### src/rtl/ppcpu_mem_arbiter_pkg.sv
// PPCPU memory arbiter shared types.
// State encodings, width defaults and the grant picker.
package ppcpu_mem_arbiter_pkg;

  localparam int AW_DEF          = 32;
  localparam int DW_DEF          = 32;
  localparam int MAX_IF_WAIT_DEF = 4;

  typedef enum logic [1:0] {
    ST_IDLE   = 2'd0,
    ST_BUSY_I = 2'd1,
    ST_BUSY_D = 2'd2
  } arb_state_e;

  typedef enum logic [1:0] {
    GNT_NONE = 2'd0,
    GNT_I    = 2'd1,
    GNT_D    = 2'd2
  } grant_e;

  // D has priority unless fetch has waited out its allowance
  function automatic grant_e pick_winner(
    input logic i_elig,
    input logic d_elig,
    input logic starved
  );
    grant_e g;
    g = GNT_NONE;
    unique case (1'b1)
      i_elig && (!d_elig || starved): g = GNT_I;
      d_elig && (!i_elig || !starved): g = GNT_D;
      default: g = GNT_NONE;
    endcase
    return g;
  endfunction

endpackage

### src/rtl/ppcpu_mem_arbiter_if.sv
// PPCPU memory arbiter bus bundle.
// Fetch, data and memory handshakes plus stall outputs.
interface ppcpu_mem_arbiter_if #(
  parameter int AW = 32,
  parameter int DW = 32
);

  logic          I_Req;
  logic [AW-1:0] I_Addr;
  logic [DW-1:0] I_Rdata;
  logic          I_Ack;

  logic          D_Req;
  logic          D_We;
  logic [AW-1:0] D_Addr;
  logic [DW-1:0] D_Wdata;
  logic [DW-1:0] D_Rdata;
  logic          D_Ack;

  logic          M_Req;
  logic          M_We;
  logic [AW-1:0] M_Addr;
  logic [DW-1:0] M_Wdata;
  logic [DW-1:0] M_Rdata;
  logic          M_Ready;

  logic          Stall_IF;
  logic          Stall_MEM;

  modport slave (
    input  I_Req, I_Addr,
    input  D_Req, D_We, D_Addr, D_Wdata,
    input  M_Rdata, M_Ready,
    output I_Rdata, I_Ack,
    output D_Rdata, D_Ack,
    output M_Req, M_We, M_Addr, M_Wdata,
    output Stall_IF, Stall_MEM
  );

  modport master (
    output I_Req, I_Addr,
    output D_Req, D_We, D_Addr, D_Wdata,
    output M_Rdata, M_Ready,
    input  I_Rdata, I_Ack,
    input  D_Rdata, D_Ack,
    input  M_Req, M_We, M_Addr, M_Wdata,
    input  Stall_IF, Stall_MEM
  );

endinterface

### src/rtl/ppcpu_mem_arbiter_starve_cnt.sv
// Saturating count of D grants taken while fetch waits.
// sat tells the picker that fetch must win next.
module ppcpu_mem_arbiter_starve_cnt #(
  parameter int MAX_IF_WAIT = 4
) (
  input  logic clk,
  input  logic rst_n,
  input  logic inc,
  input  logic clr,
  output logic sat
);

  localparam int CW = $clog2(MAX_IF_WAIT + 1);

  logic [CW-1:0] cnt;

  assign sat = (cnt == CW'(MAX_IF_WAIT));

  // clear wins; increment stops at the limit
  always_ff @(posedge clk or negedge rst_n) begin
    if (!rst_n) begin
      cnt <= '0;
    end else if (clr) begin
      cnt <= '0;
    end else if (inc && !sat) begin
      cnt <= cnt + 1'b1;
    end
  end

endmodule

### src/rtl/ppcpu_mem_arbiter.sv
// Shares one variable-latency memory between fetch and data.
// Serialises accesses, returns read data, pulses acks, stalls.
module ppcpu_mem_arbiter
  import ppcpu_mem_arbiter_pkg::*;
#(
  parameter int AW          = AW_DEF,
  parameter int DW          = DW_DEF,
  parameter int MAX_IF_WAIT = MAX_IF_WAIT_DEF
) (
  input logic                Clk,
  input logic                Clrn,
  ppcpu_mem_arbiter_if.slave bus
);

  arb_state_e    state_q;
  arb_state_e    state_d;
  grant_e        gnt;
  logic          done;
  logic          i_elig;
  logic          d_elig;
  logic          starved;
  logic          st_inc;
  logic          st_clr;

  logic          m_req_q;
  logic          m_we_q;
  logic [AW-1:0] m_addr_q;
  logic [DW-1:0] m_wdata_q;
  logic [DW-1:0] i_rdata_q;
  logic [DW-1:0] d_rdata_q;
  logic          i_ack_q;
  logic          d_ack_q;

  assign i_elig = bus.I_Req & ~i_ack_q;
  assign d_elig = bus.D_Req & ~d_ack_q;

  assign st_inc = (gnt == GNT_D) & bus.I_Req;
  assign st_clr = (gnt == GNT_I) | ~bus.I_Req;

  ppcpu_mem_arbiter_starve_cnt #(
    .MAX_IF_WAIT(MAX_IF_WAIT)
  ) u_starve (
    .clk  (Clk),
    .rst_n(Clrn),
    .inc  (st_inc),
    .clr  (st_clr),
    .sat  (starved)
  );

  // state register
  always_ff @(posedge Clk or negedge Clrn) begin
    if (!Clrn) begin
      state_q <= ST_IDLE;
    end else begin
      state_q <= state_d;
    end
  end

  // grant in idle, finish on ready
  always_comb begin
    state_d = state_q;
    gnt     = GNT_NONE;
    done    = 1'b0;
    unique case (state_q)
      ST_IDLE: begin
        gnt = pick_winner(i_elig, d_elig, starved);
        if (gnt == GNT_I) state_d = ST_BUSY_I;
        if (gnt == GNT_D) state_d = ST_BUSY_D;
      end
      ST_BUSY_I, ST_BUSY_D: begin
        if (bus.M_Ready) begin
          done    = 1'b1;
          state_d = ST_IDLE;
        end
      end
      default: state_d = ST_IDLE;
    endcase
  end

  // memory-side request, frozen while busy
  always_ff @(posedge Clk or negedge Clrn) begin
    if (!Clrn) begin
      m_req_q   <= 1'b0;
      m_we_q    <= 1'b0;
      m_addr_q  <= '0;
      m_wdata_q <= '0;
    end else if (gnt == GNT_I) begin
      m_req_q  <= 1'b1;
      m_we_q   <= 1'b0;
      m_addr_q <= bus.I_Addr;
    end else if (gnt == GNT_D) begin
      m_req_q   <= 1'b1;
      m_we_q    <= bus.D_We;
      m_addr_q  <= bus.D_Addr;
      m_wdata_q <= bus.D_Wdata;
    end else if (done) begin
      m_req_q <= 1'b0;
    end
  end

  // one-cycle acks and read data capture
  always_ff @(posedge Clk or negedge Clrn) begin
    if (!Clrn) begin
      i_ack_q   <= 1'b0;
      d_ack_q   <= 1'b0;
      i_rdata_q <= '0;
      d_rdata_q <= '0;
    end else begin
      i_ack_q <= done && (state_q == ST_BUSY_I);
      d_ack_q <= done && (state_q == ST_BUSY_D);
      if (done && (state_q == ST_BUSY_I)) begin
        i_rdata_q <= bus.M_Rdata;
      end
      if (done && (state_q == ST_BUSY_D) && !m_we_q) begin
        d_rdata_q <= bus.M_Rdata;
      end
    end
  end

  assign bus.M_Req     = m_req_q;
  assign bus.M_We      = m_we_q;
  assign bus.M_Addr    = m_addr_q;
  assign bus.M_Wdata   = m_wdata_q;
  assign bus.I_Rdata   = i_rdata_q;
  assign bus.D_Rdata   = d_rdata_q;
  assign bus.I_Ack     = i_ack_q;
  assign bus.D_Ack     = d_ack_q;
  assign bus.Stall_IF  = bus.I_Req & ~i_ack_q;
  assign bus.Stall_MEM = bus.D_Req & ~d_ack_q;

endmodule
### src/flat_wrapper.sv
// flat-port wrapper written by rule: the top's interface ports become plain ports
module ppcpu_mem_arbiter_flat import ppcpu_mem_arbiter_pkg::*;
#(
  parameter int AW          = AW_DEF,
  parameter int DW          = DW_DEF,
  parameter int MAX_IF_WAIT = MAX_IF_WAIT_DEF
)
  (Clk, Clrn, bus_I_Req, bus_I_Addr, bus_D_Req, bus_D_We, bus_D_Addr, bus_D_Wdata, bus_M_Rdata, bus_M_Ready, bus_I_Rdata, bus_I_Ack, bus_D_Rdata, bus_D_Ack, bus_M_Req, bus_M_We, bus_M_Addr, bus_M_Wdata, bus_Stall_IF, bus_Stall_MEM);
  ppcpu_mem_arbiter_if #(.AW(AW), .DW(DW)) bus_i ();
  input logic Clk;
  input logic Clrn;
  input wire logic [$bits(bus_i.I_Req)-1:0] bus_I_Req;
  input wire logic [$bits(bus_i.I_Addr)-1:0] bus_I_Addr;
  input wire logic [$bits(bus_i.D_Req)-1:0] bus_D_Req;
  input wire logic [$bits(bus_i.D_We)-1:0] bus_D_We;
  input wire logic [$bits(bus_i.D_Addr)-1:0] bus_D_Addr;
  input wire logic [$bits(bus_i.D_Wdata)-1:0] bus_D_Wdata;
  input wire logic [$bits(bus_i.M_Rdata)-1:0] bus_M_Rdata;
  input wire logic [$bits(bus_i.M_Ready)-1:0] bus_M_Ready;
  output wire logic [$bits(bus_i.I_Rdata)-1:0] bus_I_Rdata;
  output wire logic [$bits(bus_i.I_Ack)-1:0] bus_I_Ack;
  output wire logic [$bits(bus_i.D_Rdata)-1:0] bus_D_Rdata;
  output wire logic [$bits(bus_i.D_Ack)-1:0] bus_D_Ack;
  output wire logic [$bits(bus_i.M_Req)-1:0] bus_M_Req;
  output wire logic [$bits(bus_i.M_We)-1:0] bus_M_We;
  output wire logic [$bits(bus_i.M_Addr)-1:0] bus_M_Addr;
  output wire logic [$bits(bus_i.M_Wdata)-1:0] bus_M_Wdata;
  output wire logic [$bits(bus_i.Stall_IF)-1:0] bus_Stall_IF;
  output wire logic [$bits(bus_i.Stall_MEM)-1:0] bus_Stall_MEM;
  assign bus_i.I_Req = bus_I_Req;
  assign bus_i.I_Addr = bus_I_Addr;
  assign bus_i.D_Req = bus_D_Req;
  assign bus_i.D_We = bus_D_We;
  assign bus_i.D_Addr = bus_D_Addr;
  assign bus_i.D_Wdata = bus_D_Wdata;
  assign bus_i.M_Rdata = bus_M_Rdata;
  assign bus_i.M_Ready = bus_M_Ready;
  assign bus_I_Rdata = bus_i.I_Rdata;
  assign bus_I_Ack = bus_i.I_Ack;
  assign bus_D_Rdata = bus_i.D_Rdata;
  assign bus_D_Ack = bus_i.D_Ack;
  assign bus_M_Req = bus_i.M_Req;
  assign bus_M_We = bus_i.M_We;
  assign bus_M_Addr = bus_i.M_Addr;
  assign bus_M_Wdata = bus_i.M_Wdata;
  assign bus_Stall_IF = bus_i.Stall_IF;
  assign bus_Stall_MEM = bus_i.Stall_MEM;
  ppcpu_mem_arbiter #(.AW(AW), .DW(DW), .MAX_IF_WAIT(MAX_IF_WAIT)) u_core (.Clk(Clk), .Clrn(Clrn), .bus(bus_i));
endmodule
### config.mk
export PLATFORM = sky130hd
export DESIGN_NAME = ppcpu_mem_arbiter_flat
export DESIGN_NICKNAME = d
export VERILOG_FILES = /design/src/rtl/ppcpu_mem_arbiter_pkg.sv /design/src/rtl/ppcpu_mem_arbiter_if.sv /design/src/rtl/ppcpu_mem_arbiter_starve_cnt.sv /design/src/rtl/ppcpu_mem_arbiter.sv /design/src/flat_wrapper.sv
export SDC_FILE = /design/constraint.sdc
export NUM_CORES = 1
export LEC_CHECK = 0
export CAP_MARGIN = 25
export CORE_ASPECT_RATIO = 0.9
export CORE_UTILIZATION = 41
export DETAILED_ROUTE_END_ITERATION = 12
export GPL_TIMING_DRIVEN = 0
export PLACE_DENSITY = 0.87
export SLEW_MARGIN = 30
export SYNTH_ARGS = -nofsm -noshare
export SYNTH_HDL_FRONTEND = slang
export SYNTH_SLANG_ARGS = --single-unit
export TNS_END_PERCENT = 50
### constraint.sdc
create_clock -name Clk -period 4 [get_ports Clk]
set_input_delay 0.6 -clock Clk [delete_from_list [all_inputs] [get_ports Clk]]
set_output_delay 0.6 -clock Clk [all_outputs]
set_load 0.02 [all_outputs]
Word level (Yosys, flattened, before mapping)
Index checks and enable logic that the tools add are counted.

Bits in registers: 137. Input bits: 134. Output and inout bits: 134. Logic and storage cells: 65.

$add $sub $neg: 1. Eq/ne operators: 9. Muxes and demuxes: 18. Bitwise logic cells: 8. Reduce and logical (&&, ||, !) cells: 19.

Operators with widths (count): two-way mux 32 bit (2); two-way mux 2 bit (5); case mux 2 bit (2 select lines) (2); two-way mux 1 bit (7); == test 2 x 1 -> 1 bit (second input constant) (3); == test 2 bit (second input constant) (3); logical AND 1 bit (6); two-way mux 3 bit (2); zero test 1 bit (4); NOT 1 bit (4); AND reduction 2 bit (2); nonzero test 2 bit (2); adder 3 x 1 -> 3 bit (second input constant) (1); AND 1 bit (3); == test 3 bit (second input constant) (1); != test 3 x 1 -> 1 bit (second input constant) (1); nonzero test 3 bit (1); zero test 2 bit (1); logical OR 1 bit (2); != test 2 bit (second input constant) (1); OR reduction 2 bit (1); OR 1 bit (1).

Longest topological paths before layout
Gate-level depths: netlist (run 1).

Word-level depth: 13. Mapped depth: 10.

By module
A second synthesis (run 1) with hierarchy kept.

Cell total of the unflattened synthesis: 406. Area total of the unflattened synthesis: 5734.2 sq um.

Modules (own cells, without submodules): ppcpu_mem_arbiter (times used 1, cells each 388, area each 5541.6 sq um, seq. area each 3353.2 sq um); ppcpu_mem_arbiter_starve_cnt (times used 1, cells each 18, area each 192.7 sq um, seq. area each 75.1 sq um).

Worst setup path before layout (run 1)
OpenSTA, ideal clock, no wires.

Path kind: input to register. Start: in bus_D_Req. End: reg u_core.m_wdata_q[10] (netlist: u_core.bus.M_Wdata[10]). Library setup time: 125 ps. Arrival: 2223 ps. Data required time: 3875 ps. Slack: 1652 ps. Stages: 7. Buffers on the path: 2. Path through: nor2b_1 o211ai_1 inv_1 ha_1 clkbuf_1 buf_2 mux2_2.

Longest elaborated chain between the ends: 10.

RTL lines: start: declaration (line flat_wrapper.sv:14) `input wire logic [$bits(bus_i.D_Req)-1:0] bus_D_Req;`; AND 1 bit (*) (line ppcpu_mem_arbiter.sv:35) `assign d_elig = bus.D_Req & ~d_ack_q;`; zero test 1 bit (line ppcpu_mem_arbiter_pkg.sv:30) `i_elig && (!d_elig || starved): g = GNT_I;`; logical OR 1 bit (line ppcpu_mem_arbiter_pkg.sv:30); logical AND 1 bit (line ppcpu_mem_arbiter_pkg.sv:30); case mux 2 bit (2 select lines) (*) (line ppcpu_mem_arbiter_pkg.sv:29) `unique case (1'b1)`; two-way mux 2 bit (*) (2 in a row) (line ppcpu_mem_arbiter.sv:64) `unique case (state_q)`; == test 2 x 1 -> 1 bit (line ppcpu_mem_arbiter.sv:87) `end else if (gnt == GNT_I) begin`; NOT 1 bit (no line); AND reduction 2 bit (no line) (*); end signal: assignment (line ppcpu_mem_arbiter.sv:95) `m_wdata_q <= bus.D_Wdata;`; end: declaration (line ppcpu_mem_arbiter.sv:28) `logic [DW-1:0] m_wdata_q;`.

Mark *: on every way between the ends. The rest lies on a longest branch, timed or not. The select of a mux whose other input is x is not followed. A chain may end at the register's enable or synchronous reset.

Worst setup path after layout (run 1)
Start: in bus_D_Req. End: out bus_Stall_MEM.

Longest elaborated chain between the ends: 1.

RTL lines: AND 1 bit (line ppcpu_mem_arbiter.sv:129) `assign bus.Stall_MEM = bus.D_Req & ~d_ack_q;`; end: declaration (line flat_wrapper.sv:29) `output wire logic [$bits(bus_i.Stall_MEM)-1:0] bus_Stall_MEM;`.

Every way passes these cells.

==> impl_metrics.tcl, run 1 <==
set metrics [dict create \
    grt_pass1_wl_um 24200 \
    postCtsSetupBuffers 0 \
    place_area_um2 8570 \
    total_leakage_power_nw 4.04 \
    synth-seq-area-share_pct 60.6 \
    ios 268 \
    die-area_um2 14300 \
    cts-resized-gates 0 \
    die_w_um 126 \
    clk_path_buf_depth 2 \
    post-dp-hpwl_um 11200 \
    status "completed" \
    final-seq-area_um2 3430 \
    drive_gt1_share_pct 20.7 \
    numCtsBuffers 17 \
    core_um2 13400 \
    wire_per_inst_um 17.4 \
    startpoint "bus_D_Req" \
    p_per_area_nw_per_um2 864 \
    drt_first_pass_iters 4 \
    grtUsageTotal_pct 22.2 \
    overflow 0 \
    final.setup_skew_ns 0.00435 \
    dr_total_vias 4178 \
    yosysTopAreaCellShare_pct 60.6 \
    period_needed_ns 2.61 \
    grt_max_degree 80 \
    maxCapViolations 0 \
    io_buffer_count 267 \
    layout_common_cells "clkdlybuf4s50_1, dfrtp_1, mux2_2" \
    synth_area_leader_cell "dfrtp_1" \
    critPathCaptureType "output port" \
    crit_type "in -> out" \
    antenna_found_initial 0 \
    fillers 914 \
    worstMarginPinSlew_ns 0.467 \
    finalHoldViolations 0 \
    required_ns 3.40 \
    final.period_utilization_pct 65.3 \
    cts-htree-levels 4 \
    diodes 0 \
    netlist_instances 395 \
    slew_violations 0 \
    hold_buffers 0 \
    die_h_um 113 \
    cp-start-kind "input port" \
    drc 0 \
    cts_tree "done" \
    synth_nets 537 \
    setup_viol 0 \
    drt_iter0_markers 132 \
    cts_sinks 137 \
    syn_area_um2 5660 \
    postRouteAntennaNets 0 \
    initial_utilization_pct 42.2 \
    crit_fanout 4 \
    synth_cell_types 28 \
    worst_ir_drop_vdd_v 0.000492 \
    multi_input_area_um2 2060 \
    hold_path_class "in -> async" \
    relSlewSlack_pct 68.9 \
    fmax_mhz 383 \
    avgSynthCellArea_um2 14.3 \
    finalNetCount 824 \
    critPathArrivalTime_ns 2.01 \
    clk_latency_ns 0.41 \
    grt_pass1_vias 4716 \
    synth_seq_cells 137 \
    drt_wl_total_um 15000 \
    final_common_cell "clkdlybuf4s50_1" \
    fin_area_um2 9240 \
    path_clk_slew_ns 0.06 \
    viasPerCell 4.84 \
    synth.area.top_cells "dfrtp_1, mux2_2, mux2_4" \
    area_growth_syn_to_layout_pct 63.3 \
    rsz0062_at_grt "false" \
    post-route-util_pct 68.9 \
    gp_congestion 0.864 \
    cts-root-buf "clkbuf_16" \
    fp-row-count 40 \
    ys_warn_count 0 \
    rr_startpoint "u_core.u_starve.cnt[0]" \
]
[synthesized netlist by cell type (all sizes together)]
master / n
mux2: 96
buf: 15
nand2b: 3
nor3: 1
and2: 1
o21ba: 1
a22o: 1
a21boi: 1
mux2i: 33
a211o: 1
a21oi: 2
o22ai: 2
xnor2: 1
nor2: 3
inv: 9
ha: 8
and4b: 1
dfrtp: 137
nor2b: 2
o211ai: 1
clkbuf: 7
nand3: 1
nand2: 36
o21ai: 32
[power breakdown]
part	total, mW	switching, mW	internal [mW]
clock	1.76	0.581	1.18
combinational	3.79	1.79	1.99
sequential	2.44	0.368	2.07
[through the flow]
stage	hold slack, ns	worst slack [ns]	power (mW)	TNS, ns	cells
floorplan	0.304	1.65	4.40	0	395
global placement	0.465	-2.85	6.12	-389.14	830
detailed placement	0.474	1.08	6.25	0	831
CTS	0.116	1.37	8.06	0	863
global route	0.128	1.27	8.40	0	863
finish	0.113	1.39	7.99	0	863
[worst max-delay path, cell delays in order]
cell and delay (ns):
clkdlybuf4s50_1 0.44, nor2b_1 0.25, clkdlybuf4s50_1 0.71
[worst paths after layout]
check / to / slack (ns) / cells after the start
max in group asynchronous: u_core.bus.M_Addr[30] / 3.17 / 2
worst min register to register: u_core.bus.M_Addr[11] / 0.48 / 2
worst min-delay path: u_core.bus.D_Rdata[18] / 0.11 / 1
worst max-delay path: bus_Stall_MEM / 1.39 / 3
min in group Clk: u_core.bus.M_Addr[11] / 0.48 / 2
worst max register to register: u_core.bus.M_Addr[6] / 1.54 / 10
[state kept, by name (all words and copies together) (netlist names)]
register / cells
u_core.bus.D_Ack: 1
u_core.bus.D_Rdata: 32
u_core.bus.I_Ack: 1
u_core.bus.I_Rdata: 32
u_core.bus.M_Addr: 32
u_core.bus.M_Req: 1
u_core.bus.M_Wdata: 32
u_core.bus.M_We: 1
u_core.state_q: 2
u_core.u_starve.cnt: 3
[kinds of logic (layout without fill, tap and decap cells)]
kind of cell               Yosys count  after routing  share of synthesized area, %
muxes                              129            129                          26.9
adders and majority gates            8              8                          1.77
buffers and inverters               31            331                          2.92
DFF                                137            137                          60.6
and+or+nand+nor                     48             48                          3.63
xor gates and xnor gates             1              1                         0.155
AOI/OAI and AO/OA                   41             41                          3.98
[layout make-up]
class	instances	share of cell area [%]
plain buffers	22	1.42
clock buffers	19	4.79
clock inverters	13	2.42
inverters	9	0.366
multi-input cells	227	22.3
flip-flops and latches	137	37.1
well taps	168	2.28
repair buffers	268	29.3
[layer usage]
layer | share of wire [%] | GRT usage [%]
met1 | 39 | 24.1
met5 | 0 | 0
met4 | 2.4 | 9.48
met3 | 8.3 | 8.26
met2 | 50 | 39.3
No activity file was read; power rests on OpenSTA's default activity.
==> run 2: changes to the inputs <==
==> constraint.sdc (replaced) <==
create_clock -name Clk -period 2.6 [get_ports Clk]
set_input_delay 0.39 -clock Clk [delete_from_list [all_inputs] [get_ports Clk]]
set_output_delay 0.39 -clock Clk [all_outputs]
set_load 0.02 [all_outputs]
==> impl_metrics.tcl, run 2 (same netlist as run 1, synthesis figures left out) <==
set metrics [dict create \
    setup_tns_ns 0 \
    final.setup_skew_ns 0.00510 \
    critPathArrivalTime_ns 2.62 \
    slew_violations 0 \
    cts_sinks 137 \
    required_ns 2.87 \
    status "completed" \
    die-area_um2 14300 \
    relSlewSlack_pct 68.7 \
    fmax_mhz 426 \
    postRouteAntennaNets 0 \
    wire_per_inst_um 17.4 \
    p_per_area_nw_per_um2 1330 \
    grt_pass1_wl_um 24200 \
    layout_common_cells "clkdlybuf4s50_1, dfrtp_1, mux2_2" \
    crit_type "reg -> reg" \
    cts_tree "done" \
    drt_wl_total_um 15000 \
    met3_length_um 1230 \
    grtUsageTotal_pct 22.2 \
    worstMarginPinSlew_ns 0.470 \
    fp-row-count 40 \
    r2r_end "u_core.bus.M_Addr[28]" \
    post-route-util_pct 69.0 \
    maxCapViolations 0 \
    drt_first_pass_iters 4 \
    drc 0 \
    gp_congestion 0.864 \
    drt_iter0_markers 146 \
    critPathCaptureType "register" \
    viasPerCell 4.89 \
    cts-htree-levels 4 \
    clk_latency_ns 0.41 \
    total_leakage_power_nw 4.05 \
    cp-start-kind "register" \
    io_buffer_count 267 \
    clk_path_buf_depth 2 \
    finalHoldViolations 0 \
    area_growth_syn_to_layout_pct 63.6 \
    setup_viol 0 \
    path_clk_slew_ns 0.06 \
    hp-start "u_core.bus.M_Addr[11]" \
    post-dp-hpwl_um 11200 \
    period_needed_ns 2.35 \
    hold_path_class "reg -> reg" \
    dpl.cell_count 831 \
    highest_layer "met4" \
    r2r_slack_ns 0.25 \
    met2WireLength_um 7610 \
    reg2reg_depth 10 \
    drive_gt1_share_pct 21.1 \
    hold_path_end "u_core.bus.M_Addr[11]" \
    m1WireLength_um 5830 \
    core_um2 13400 \
    overflow 0 \
    rr_startpoint "u_core.u_starve.cnt[0]" \
    grt_max_degree 80 \
    hold_depth 2 \
    antenna_found_initial 0 \
    final_common_cell "clkdlybuf4s50_1" \
    grt_pass1_vias 4728 \
    crit_fanout 10 \
    rsz0062_at_grt "false" \
    numCtsBuffers 17 \
    cts-root-buf "clkbuf_16" \
    finalNetCount 825 \
    die_w_um 126 \
    fin_cells 864 \
    die_h_um 113 \
    final.period_utilization_pct 90.2 \
    diodes 0 \
    ios 268 \
    dr_total_vias 4224 \
    worst_ir_drop_vdd_v 0.000757 \
    initial_utilization_pct 42.2 \
]
-- run 2: worst max-delay path by stage --
| stage | slack (ns) | to | startpoint | cells past startpoint |
|---|---|---|---|---|
| 2_1_floorplan | 0.40 | u_core.bus.M_Wdata[10] | u_core.bus.D_Ack | 7 |
| 3_3_place_gp | -4.04 | u_core.bus.M_Addr[0] | Clrn | 1 |
| 3_5_place_dp | -0.11 | u_core.bus.M_Addr[6] | bus_I_Req | 9 |
| 4_1_cts | 0.15 | u_core.bus.M_Addr[20] | u_core.u_starve.cnt[0] | 10 |
| 5_1_grt | 0.07 | u_core.bus.M_Addr[28] | u_core.u_starve.cnt[0] | 10 |
| 6_report | 0.25 | u_core.bus.M_Addr[28] | u_core.u_starve.cnt[0] | 10 |
-- run 2: critical path, cell delays in order (launching register included) --
cell	delay (ns)
dfrtp_1	0.41
inv_1	0.07
ha_1	0.18
nand2_1	0.09
a211o_1	0.35
inv_1	0.07
ha_1	0.14
buf_2	0.21
buf_2	0.34
mux2i_1	0.24
o21ai_0	0.10
-- run 2: where the power goes --
group	switching (mW)	internal (mW)	total [mW]
clock network	0.896	1.82	2.71
logic	2.76	3.07	5.83
registers	0.567	3.18	3.75
total	4.22	8.07	12.3
-- run 2: area by class of cell --
cell class	instances	area, um2
multi-input combinational	227	2060
timing repair buffer	269	2720
clock buffer	19	443
buffer	22	135
tap	168	210
sequential	137	3430
inverter	9	33.8
clock inverter	13	224
fill	913	4160
-- run 2: what timing repair did --
action | CTS | global route
endpoints found under the hold margin | 58 | 0
hold buffers | 1 | 0
buffers inserted | 0 | 0
resized for setup | 0 | 6
endpoints found under the setup margin | 0 | 24
-- run 2: per-layer routing --
metal | vias up | global-route usage [%]
met2 | 195 | 39.4
li1 | 1946 | -
met4 | 0 | 9.48
met3 | 25 | 8.26
met1 | 2058 | 24.1
met5 | - | 0
-- run 2: per-stage QoR --
step / cell area [um2] / hold slack [ns] / total power [mW] / setup WS [ns]
2_1_floorplan: 5660 / 0.0944 / 6.77 / 0.400
3_3_place_gp: 8540 / 0.465 / 9.41 / -4.04
3_5_place_dp: 8570 / 0.351 / 9.62 / -0.112
4_1_cts: 9250 / 0.489 / 12.4 / 0.155
5_1_grt: 9250 / 0.510 / 12.9 / 0.0749
6_report: 9250 / 0.482 / 12.3 / 0.254
